`src/rtl/twos_complement_pkg.sv`:
```
// twos_complement_pkg: shared width default and sign/extension helpers for the negator and Booth multiplier.
package twos_complement_pkg;
  localparam int WIDTH_DEFAULT = 8;
  typedef struct packed {
    logic zero;
    logic overflow;
  } flags_t;
  function automatic logic [63:0] most_negative(input int w);
    return 64'(1) << (w - 1);
  endfunction
  // Result is exact for the low 2*w bits; callers truncate to 2*w.
  function automatic logic [63:0] sext2(input logic [63:0] a, input int w);
    logic [63:0] m;
    m = (64'(1) << w) - 64'(1);
    return a[w-1] ? (a | ~m) : (a & m);
  endfunction
endpackage

```
`src/rtl/twos_complement_if.sv`:
```
// twos_complement_if: valid/ready operand and result bundle of the negator.
interface twos_complement_if
  import twos_complement_pkg::*;
#(
  parameter int WIDTH = WIDTH_DEFAULT
);
  logic               in_valid;
  logic               in_ready;
  logic [WIDTH-1:0]   A;
  logic               out_valid;
  logic               out_ready;
  logic [WIDTH-1:0]   Output;
  logic [2*WIDTH-1:0] Output_ext;
  logic               zero;
  logic               overflow;
  modport master (
    output in_valid, A, out_ready,
    input  in_ready, out_valid, Output, Output_ext, zero, overflow
  );
  modport slave (
    input  in_valid, A, out_ready,
    output in_ready, out_valid, Output, Output_ext, zero, overflow
  );
endinterface

```
`src/rtl/twos_negate_core.sv`:
```
// twos_negate_core: combinational ~a + 1 with an explicit ripple carry chain.
module twos_negate_core #(
  parameter int W = 8
) (
  input  logic [W-1:0] a_i,
  output logic [W-1:0] y_o
);
  logic [W-1:0] c;
  assign c[0] = 1'b1;
  for (genvar i = 0; i < W; i++) begin : g_bit
    assign y_o[i] = ~a_i[i] ^ c[i];
    if (i < W - 1) begin : g_carry
      assign c[i+1] = ~a_i[i] & c[i];
    end
  end
endmodule

```
`src/rtl/twos_complement.sv`:
```
// twos_complement: registered two's-complement negator with exact double-width result and flags.
module twos_complement
  import twos_complement_pkg::*;
#(
  parameter int WIDTH = WIDTH_DEFAULT
) (
  input logic              clk,
  input logic              rst_n,
  twos_complement_if.slave bus
);
  localparam logic [WIDTH-1:0] MOST_NEG = WIDTH'(most_negative(WIDTH));
  logic [2*WIDTH-1:0] a_ext;
  logic [WIDTH-1:0]   neg_d, neg_q;
  logic [2*WIDTH-1:0] ext_d, ext_q;
  flags_t             flags_d, flags_q;
  logic               valid_q;
  logic               xfer_in;
  assign a_ext = (2*WIDTH)'(sext2(64'(bus.A), WIDTH));
  twos_negate_core #(.W(WIDTH)) u_neg (
    .a_i (bus.A),
    .y_o (neg_d)
  );
  twos_negate_core #(.W(2*WIDTH)) u_neg_ext (
    .a_i (a_ext),
    .y_o (ext_d)
  );
  assign flags_d.zero     = bus.A == '0;
  assign flags_d.overflow = bus.A == MOST_NEG;
  assign bus.in_ready = !valid_q || bus.out_ready;
  assign xfer_in      = bus.in_valid && bus.in_ready;
  always_ff @(posedge clk or negedge rst_n) begin
    if (!rst_n) begin
      valid_q <= 1'b0;
      neg_q   <= '0;
      ext_q   <= '0;
      flags_q <= '0;
    end else begin
      valid_q <= xfer_in || (valid_q && !bus.out_ready);
      neg_q   <= xfer_in ? neg_d : neg_q;
      ext_q   <= xfer_in ? ext_d : ext_q;
      flags_q <= xfer_in ? flags_d : flags_q;
    end
  end
  assign bus.out_valid  = valid_q;
  assign bus.Output     = neg_q;
  assign bus.Output_ext = ext_q;
  assign bus.zero       = flags_q.zero;
  assign bus.overflow   = flags_q.overflow;
endmodule

```
`src/flat_wrapper.sv`:
```
// flat-port wrapper written by rule: the top's interface ports become plain ports
module twos_complement_flat import twos_complement_pkg::*;
#(
  parameter int WIDTH = WIDTH_DEFAULT
)
  (clk, rst_n, bus_in_valid, bus_A, bus_out_ready, bus_in_ready, bus_out_valid, bus_Output, bus_Output_ext, bus_zero, bus_overflow);
  twos_complement_if #(.WIDTH(WIDTH)) bus_i ();
  input logic clk;
  input logic rst_n;
  input wire logic [$bits(bus_i.in_valid)-1:0] bus_in_valid;
  input wire logic [$bits(bus_i.A)-1:0] bus_A;
  input wire logic [$bits(bus_i.out_ready)-1:0] bus_out_ready;
  output wire logic [$bits(bus_i.in_ready)-1:0] bus_in_ready;
  output wire logic [$bits(bus_i.out_valid)-1:0] bus_out_valid;
  output wire logic [$bits(bus_i.Output)-1:0] bus_Output;
  output wire logic [$bits(bus_i.Output_ext)-1:0] bus_Output_ext;
  output wire logic [$bits(bus_i.zero)-1:0] bus_zero;
  output wire logic [$bits(bus_i.overflow)-1:0] bus_overflow;
  assign bus_i.in_valid = bus_in_valid;
  assign bus_i.A = bus_A;
  assign bus_i.out_ready = bus_out_ready;
  assign bus_in_ready = bus_i.in_ready;
  assign bus_out_valid = bus_i.out_valid;
  assign bus_Output = bus_i.Output;
  assign bus_Output_ext = bus_i.Output_ext;
  assign bus_zero = bus_i.zero;
  assign bus_overflow = bus_i.overflow;
  twos_complement #(.WIDTH(WIDTH)) u_core (.clk(clk), .rst_n(rst_n), .bus(bus_i));
endmodule
```
`config.mk`:
```
export PLATFORM = sky130hd
export DESIGN_NAME = twos_complement_flat
export DESIGN_NICKNAME = d
export VERILOG_FILES = /design/src/rtl/twos_complement_pkg.sv /design/src/rtl/twos_complement_if.sv /design/src/rtl/twos_negate_core.sv /design/src/rtl/twos_complement.sv /design/src/flat_wrapper.sv
export SDC_FILE = /design/constraint.sdc
export NUM_CORES = 1
export LEC_CHECK = 0
export CAP_MARGIN = 30
export CORE_ASPECT_RATIO = 1.1
export CORE_MARGIN = 2
export CORE_UTILIZATION = 44
export CTS_CLUSTER_DIAMETER = 50
export CTS_CLUSTER_SIZE = 20
export DETAILED_ROUTE_END_ITERATION = 12
export PLACE_DENSITY = 0.76
export SLEW_MARGIN = 0
export SYNTH_ARGS = -nofsm -noshare
export SYNTH_HDL_FRONTEND = slang
export SYNTH_HIERARCHICAL = 1
export SYNTH_SLANG_ARGS = --single-unit
export TNS_END_PERCENT = 5
```
`constraint.sdc`:
```
create_clock -name clk -period 1 [get_ports clk]
set_input_delay 0.3 -clock clk [delete_from_list [all_inputs] [get_ports clk]]
set_output_delay 0.3 -clock clk [all_outputs]
set_load 0.05 [all_outputs]
```
==> results of run 1 <==
through the flow:
stage,utilization,area (um2)
6_report,0.7983,2615
5_1_grt,0.7983,2615
4_1_cts,0.7880,2581
3_5_place_dp,0.7544,2471
3_3_place_gp,0.7544,2471
2_1_floorplan,-,1643
logic make-up (layout without fill, tap and decap cells):
family | after synthesis | in the layout | share of synthesized area
xor gates and xnor gates | 2 | 2 | 0.01186
buffers and inverters | 26 | 81 | 0.08128
AOI/OAI and AO/OA | 2 | 2 | 0.01186
adders and majority gates | 20 | 20 | 0.1693
muxes | 24 | 24 | 0.2286
and+or+nand+nor | 8 | 8 | 0.03979
DFF | 27 | 27 | 0.4572
where the power goes:
group          internal (uW)  total [uW]  switching, uW
clock network            150         482            333
logic                   1010        1900            894
registers               1250        1440            191
total                   2410        3830           1420
worst max-delay path, cell delays in order:
cell     delay (ns)
buf_8          0.08
inv_4          0.03
ha_4           0.15
ha_4           0.16
ha_4           0.16
ha_4           0.15
ha_4           0.15
ha_4           0.15
ha_4           0.15
ha_4           0.15
ha_4           0.15
ha_4           0.16
ha_4           0.15
ha_4           0.16
ha_4           0.15
ha_4           0.16
xnor2_2        0.12
mux2_4         0.26
flip-flops by register name (all words and copies together) (netlist names):
signal and flops:
u_core/bus.Output_ext 16, u_core/bus.out_valid 1, u_core/bus.zero 1, u_core/bus.overflow 1
u_core/bus.Output 8
worst max path at each step:
| stage | start | to |
|---|---|---|
| finish | bus_A[0] | u_core/bus.Output_ext[15]$_DFFE_PN0P_ |
| floorplan | bus_A[0] | u_core/bus.Output_ext[15]$_DFFE_PN0P_ |
| detailed placement | bus_A[0] | u_core/bus.Output_ext[15]$_DFFE_PN0P_ |
| global route | bus_A[0] | u_core/bus.Output_ext[15]$_DFFE_PN0P_ |
| global placement | bus_A[0] | u_core/bus.Output_ext[15]$_DFFE_PN0P_ |
| CTS | bus_A[1] | u_core/bus.Output_ext[15]$_DFFE_PN0P_ |
layout by cell type, fill, tap and decap left out, types with 3 or more instances in the layout:
master           Yosys  routed
buf_12               0      31
buf_4                2      11
clkbuf_4             0       3
clkdlybuf4s50_1      0       4
dfrtp_1             27      27
dlygate4sd2_1        0       4
ha_4                 0      19
inv_1               22      17
inv_2                0       3
mux2_2               6       5
mux2_4              18      19
area by class of cell:
| class | count | area, um2 |
|---|---|---|
| Clock buffer | 3 | 22.52 |
| Clock inverter | 1 | 5.005 |
| Fill cell | 189 | 660.6 |
| Inverter | 22 | 87.58 |
| Multi-Input combinational cell | 56 | 937.1 |
| Sequential cell | 27 | 675.6 |
| Tap cell | 36 | 45.04 |
| Timing Repair Buffer | 55 | 842.1 |
routing by layer:
| layer | up-vias | GRT usage | wire [um] |
|---|---|---|---|
| met3 | 4 | 0.04990 | 188 |
| li1 | 464 | - | - |
| met5 | - | 0 | 0 |
| met2 | 32 | 0.3640 | 1860 |
| met1 | 482 | 0.2149 | 1242 |
| met4 | 0 | 0.03977 | 24 |
what timing repair did:
action / CTS / global route
hold buffers: 0 / 0
setup buffers: 1 / 0
pin swaps: 17 / 14
endpoints found under the setup margin: 54 / 54
gates resized for setup: 36 / 5
==> reports/metrics.csv, run 1 <==
metric,value,unit
num_vias,982,
finalHoldViolCount,0,
r2r_slack,-0.19,ns
drive_above_1_share,0.6280,
required,1.23,ns
fin_setup_tns,-21.57,ns
synth.most_common_cell,dfrtp_1,
setup_ws,-1.729,ns
io_pins,40,
htreeDepth,1,
synthTopCellsByCount,"dfrtp_1 (27), inv_1 (22), ha_1 (20)",
finalSetupViolCount,54,
power_density,1464,nW/um2
overflow,0,
ys_ff_latch,27,
cp-start-kind,input port,
r2r_cells,4,
syn_nets,141,
yosys.area.top_type,dfrtp_1,
cts_root_buf,clkbuf_4,
wirelength,3.315,mm
r2r-end,u_core/bus.Output_ext[9]$_DFFE_PN0P_,
viasPerCell,4.910,
drcViolationCount,0,
period_needed,2.729,ns
grt_pass1_vias,1215,
worstSetupEndpointType,register,
grt_antenna_before_repair,0,
fp.dieH,64.78,um
pre_cts_ws,-2.547,ns
synth_cells,109,
yosysWarnings,6,
timing.final.max_slew_violations,0,
timing.rr.start,u_core/bus.out_valid$_DFF_PN0_,
hold_class,in2async,
dieArea,3839,um2
synth_top_area_frac,0.4572,
start_util,0.4511,
grt_usage,0.1945,
status,finished with violations,
leakagePower,0.001238,uW
skew,0.01045,ns
cts_sinks,27,
place_congestion,0.7101,
area_growth,76.97,%
seq_area_frac_synth,0.4572,
synth_area_per_cell,13.56,um2
peakVddDrop,974.6,uV
violations,setup timing,
finalPower,3829,uW
antenna_left,0,
yosysUniqueCellTypes,17,
syn_area,1478,um2
final_cells,200,
cts_tree,yes,
cts_buffer_depth,2,
worstPathMaxFanout,2,
final_nets,197,
wl_per_cell,16.58,um
n_antenna_cell,0,
cp.arrival,2.96,ns
cts_inserted_buffers,3,
drt_iter0_markers,19,
dr.pass1.iters,4,
worst_pin_slew,0.1806,ns
yosys-top-cells-area,"dfrtp_1 (46%), mux2_4 (18%), ha_1 (17%)",
post-route-period-util,2.729,
die_w,59.26,um
num_rows,22,
clock_latency,0.32,ns
dp_hpwl,2.492,mm
ys.flop_type,dfrtp_1,
worst-setup-path-type,in2reg,
core_area,3276,um2
hold_ws,0.3111,ns
io_buffers,39,
synth_edf_count,0,
max_freq,366.4,MHz
place_inst,195,
grt_pass1_wl,5.595,mm
max_cap_violations,0,
cts.clk_slew.worst_paths,0.16,ns
grt_max_degree,28,
rsz0062_at_grt,yes,
slew_headroom,0.8786,
ys_async_sr_fraction,1.000,
Power figures use the tool's default switching activity.
==> run 2, diff against run 1 <==
Settings changed: CORE_ASPECT_RATIO 1.1 to default.
==> run 2 against run 1 <==
Against the previous run:
- the flow still finishes with violations (setup timing)
- die area is essentially flat
- largest cell class unchanged
- power is 0.63% lower
- core utilization down 1.4 points
==> reports/metrics.csv, run 2 (synthesized netlist as in run 1, its figures left out) <==
metric,value,unit
status,finished with violations,
violations,setup timing,
htreeDepth,1,
slowest_stage,mux2_4,
io_buffers,39,
rsz0062_at_grt,yes,
pre_cts_ws,-2.545,ns
r2r_slack,-0.22,ns
cpMostUsedCell,ha_4,
start_util,0.4499,
hold_class,in2async,
antenna_left,0,
final_nets,197,
power_density,1476,nW/um2
largest_reg_flops,16,
dieArea,3838,um2
cts-hold-fix-buffers,0,
core_area,3284,um2
final_common_cell,buf_12,
grt_pass1_vias,1054,
n_antenna_cell,0,
grt_max_degree,28,
cts_sinks,27,
finalHoldViolCount,0,
peakVddDrop,911.8,uV
die_w,61.95,um
cts_inserted_buffers,3,
slowest_delay,0.27,ns
worst_pin_slew,0.1952,ns
grt_antenna_before_repair,0,
dr.pass1.iters,4,
drcViolationCount,0,
cts_buffer_depth,2,
fin_util,0.7848,
wirelength,3.134,mm
place_congestion,0.7254,
wl_per_cell,14.92,um
worstPathMaxFanout,2,
worstSetupEndpointType,register,
timing.final.max_slew_violations,0,
grt_usage,0.1877,
max_freq,367.0,MHz
post-route-period-util,2.725,
period_needed,2.725,ns
cts_root_buf,clkbuf_4,
grt_pass1_wl,5.112,mm
max_cap_violations,0,
slew_headroom,0.8688,
clock_latency,0.33,ns
cts.clk_slew.worst_paths,0.15,ns
overflow,0,
finalSetupViolCount,54,
dp_hpwl,2.439,mm
area_growth,74.43,%
required,1.23,ns
cp-start-kind,input port,
leakagePower,0.001229,uW
skew,0.007741,ns
setup_ws,-1.725,ns
cp.arrival,2.95,ns
fp.dieH,61.95,um
num_rows,21,
cts_tree,yes,
viasPerCell,4.748,
drive_above_1_share,0.6098,
final_cell_mix,"buf_12 (31), dfrtp_1 (27), mux2_4 (19), inv_1 (19), ha_4 (14)",
io_pins,40,
num_vias,997,
cp_cell_sequence,buf_8 > inv_4 > ha_4 > ha_4 > ha_4 > ha_4 > ha_4 > ha_4 > ha_4 > ha_4 > ha_4 > ha_4 > ha_4 > ha_4 > ha_4 > ha_4 > xnor2_2 > mux2_4,
worst-setup-path-type,in2reg,
drt_iter0_markers,36,
fin_setup_tns,-22.27,ns
-- run 2: cell types whose count changed in the layout (fill, tap and decap cells not counted), sizes merged --
cell / delta
clkdlybuf4s50: +1
clkinv: -1
clkbuf: +1
dlygate4sd2: -1
-- run 2: metal layers --
layer / GRT usage / share of wire / up-vias / routed length, um
li1: - / - / 470 / -
met4: 0.05471 / 0.0093 / 0 / 29
met1: 0.2487 / 0.43 / 491 / 1332
met3: 0.03934 / 0.049 / 4 / 154
met2: 0.3095 / 0.52 / 32 / 1617
met5: 0 / 0 / - / 0
-- run 2: power by group --
part	internal, uW	total (uW)	switching, uW
Sequential	1250	1440	191
Combinational	996	1880	883
Clock	157	482	325
-- run 2: critical path, delay by kind of cell --
kind / cells / cell delay [ns]
xor gates and xnor gates: 1 / 0.12
buffers and inverters: 2 / 0.11
muxes: 1 / 0.27
adders and majority gates: 14 / 2.13
-- run 2: metrics by stage --
step	hold slack (ns)	cells	area (um2)	power, uW
final	0.3063	210	2577	3805
after CTS	0.2983	209	2570	3821
after floorplan	0.004409	109	1643	2316
after global placement	0.5329	205	2484	3287
after detailed placement	0.5587	205	2484	3323
after global routing	0.2854	210	2577	4001
-- run 2: final timing paths --
kind / startpoint / cells past startpoint / endpoint
min in group clk: bus_A[0] / 4 / u_core/bus.Output_ext[1]$_DFFE_PN0P_
hold reg to reg: u_core/bus.Output_ext[9]$_DFFE_PN0P_ / 1 / u_core/bus.Output_ext[9]$_DFFE_PN0P_
setup / recovery: bus_A[0] / 18 / u_core/bus.Output_ext[15]$_DFFE_PN0P_
max in group asynchronous: rst_n / 2 / u_core/bus.Output_ext[1]$_DFFE_PN0P_
setup reg to reg: u_core/bus.out_valid$_DFF_PN0_ / 4 / u_core/bus.Output[7]$_DFFE_PN0P_
hold / removal: rst_n / 2 / u_core/bus.out_valid$_DFF_PN0_
-- run 2: what timing repair did --
action / 4_1_cts / 5_1_grt
resized for setup: 34 / 0
setup buffers: 0 / 1
pin swaps: 19 / 13
endpoints found under the setup margin: 54 / 54
-- run 2: layout make-up --
| cell class | count | area (um2) |
|---|---|---|
| well taps | 46 | 57.56 |
| flip-flops and latches | 27 | 675.6 |
| multi-input cells | 56 | 887.1 |
| repair buffers | 55 | 843.3 |
| inverters | 22 | 87.58 |
| fillers | 190 | 706.9 |
| clock buffers | 4 | 26.28 |
==> run 3, diff against run 2 <==
Settings changed: CORE_MARGIN 2 to default, CORE_UTILIZATION 44 to 34, PLACE_DENSITY 0.76 to 0.73, SYNTH_HIERARCHICAL 1 to default.
==> run 3 against run 2 <==
Against the previous run:
- the flow still finishes with violations (setup timing)
- final area is 39% lower
- maximum frequency is 81% higher
- sequential power is 53% lower
- cell count is 41% lower
- power is 31% lower
- sequential share of layout area is 6.7 points lower
- largest power group unchanged
==> reports/metrics.csv, run 3 <==
metric,value,unit
place_inst,121,
cts_buffer_depth,2,
wl_per_cell,15.35,um
seq_area_frac_synth,0.4034,
synth_top_area_frac,0.4034,
viasPerCell,4.573,
yosysUniqueCellTypes,12,
multi_input_area,385.4,um2
grt_pass1_wl,3.153,mm
dp_hpwl,1.518,mm
critPathBufInv,3,
grt_max_degree,13,
rsz0062_at_grt,yes,
grt_usage,0.1878,
synth_cells,63,
setup_ws,-0.5081,ns
ys_ff_latch,12,
fin_util,0.7844,
cts-hold-fix-buffers,0,
finalInstanceArea,1570,um2
cp.arrival,1.70,ns
hp-start,bus_A[0],
drt_iter0_markers,2,
cts.clk_slew.worst_paths,0.07,ns
yosysWarnings,0,
r2r-end,u_core.bus.Output_ext[14]$_DFFE_PN0P_,
timing.final.max_slew_violations,0,
violations,setup timing,
hold_path_end,u_core.bus.Output[0]$_DFFE_PN0P_,
cts_root_buf,clkbuf_4,
worstSetupEndpointType,register,
num_rows,16,
io_buffers,39,
dieArea,2381,um2
period_needed,1.508,ns
cts_tree,yes,
holdPathStages,2,
final_cell_mix,"buf_12 (31), mux2_4 (8), ha_4 (7), dfrtp_1 (7)",
area_growth,110.9,%
timing.rr.start,u_core.bus.out_valid$_DFF_PN0_,
final_cells,124,
grt_pass1_vias,592,
n_antenna_cell,0,
antenna_left,0,
leakagePower,0.0007110,uW
r2r_cells,3,
power_density,1670,nW/um2
core_area,2002,um2
slowest_delay,0.18,ns
ys_async_sr_fraction,1.000,
htreeDepth,1,
overflow,0,
max_cap_violations,0,
hold_class,in2reg,
worst-setup-path-type,in2reg,
die_w,48.80,um
required,1.19,ns
synth_area_per_cell,11.82,um2
cp_cell_sequence,buf_12 > inv_12 > ha_4 > ha_4 > ha_4 > ha_4 > ha_4 > ha_4 > inv_2 > ha_4 > a31oi_1,
finalSetupViolCount,39,
final_nets,118,
synth.most_common_cell,buf_4,
peakVddDrop,1276,uV
synthTopCellsByCount,"buf_4 (16), dfrtp_1 (12), inv_1 (9)",
r2r_slack,-0.09,ns
worst_pin_slew,0.2454,ns
final_common_cell,buf_12,
clock_latency,0.27,ns
cp-start-kind,input port,
post-route-period-util,1.508,
syn_nets,82,
drive_above_1_share,0.7010,
synth_edf_count,0,
dr.pass1.iters,3,
max_freq,663.1,MHz
start_util,0.3719,
finalPower,2623,uW
grt_antenna_before_repair,0,
wirelength,1.903,mm
skew,0.002199,ns
largest_reg_flops,7,
cpMostUsedCell,ha_4,
yosys.area.top_type,dfrtp_1,
cts_sinks,12,
fill_cells,117,
ys.flop_type,dfrtp_1,
slew_headroom,0.8349,
yosys-top-cells-area,"dfrtp_1 (40%), buf_4 (16%), mux2_4 (16%)",
drcViolationCount,0,
critical-path-top-delay-family,adder cells,
cts_inserted_buffers,3,
fp.dieH,48.80,um
worstPathMaxFanout,2,
seq_area,306.5,um2
finalHoldViolCount,0,
io_pins,40,
num_vias,567,
syn_area,744.5,um2
placed_area,1519,um2
status,finished with violations,
place_congestion,0.7622,
slowest_stage,ha_4,
-- run 3: metal layers --
metal  GRT usage  vias to the layer above  routed length, um
li1            -                      264                  -
met1      0.2067                      276                757
met2      0.3264                       23               1019
met3     0.04050                        4                 87
met4      0.1176                        0                 38
met5           0                        -                  0
-- run 3: cells by family (layout without fill, tap and decap cells) --
kind of cell / count (synthesis) / in the layout / synth area share
buffers and inverters: 25 / 59 / 0.2067
DFF: 12 / 12 / 0.4034
adders and majority gates: 7 / 7 / 0.1176
and+or+nand+nor: 7 / 7 / 0.07227
AOI/OAI and AO/OA: 4 / 4 / 0.03866
muxes: 8 / 8 / 0.1614
-- run 3: layout make-up --
class,count,area share
clock buffers,3,0.01434
inverters,9,0.03267
multi-input cells,26,0.2454
flip-flops and latches,12,0.1952
well taps,27,0.02151
repair buffers,47,0.4908
-- run 3: what timing repair did --
item | CTS | global route
endpoints found under the setup margin | 40 | 39
buffers inserted | 0 | 0
resized for setup | 31 | 0
pin swaps | 7 | 0
-- run 3: how the worst max path moves through the flow --
stage             start  slack, ns  depth (start not counted)                              endpoint
2_1_floorplan  bus_A[1]      -0.68                          8      u_core.bus.Output[6]$_DFFE_PN0P_
3_3_place_gp   bus_A[1]      -1.35                         11  u_core.bus.Output_ext[7]$_DFFE_PN0P_
3_5_place_dp   bus_A[1]      -1.43                         11  u_core.bus.Output_ext[7]$_DFFE_PN0P_
4_1_cts        bus_A[1]      -0.50                         11  u_core.bus.Output_ext[7]$_DFFE_PN0P_
5_1_grt        bus_A[1]      -0.53                         11  u_core.bus.Output_ext[7]$_DFFE_PN0P_
6_report       bus_A[1]      -0.51                         11  u_core.bus.Output_ext[7]$_DFFE_PN0P_
-- run 3: power breakdown --
part           leakage (uW)  switching (uW)  internal, uW
combinational      0.000559             813           830
sequential         0.000138             121           556
clock             0.0000138             163           139
-- run 3: metrics by stage --
step                setup slack (ns)  TNS (ns)  hold slack (ns)
CTS                          -0.5008    -9.640           0.2554
detailed placement            -1.429    -11.62           0.5518
finish                       -0.5081    -9.237           0.2702
global placement              -1.354    -10.95           0.5449
floorplan                    -0.6771    -9.696         0.004409
global route                 -0.5327    -10.77           0.2597
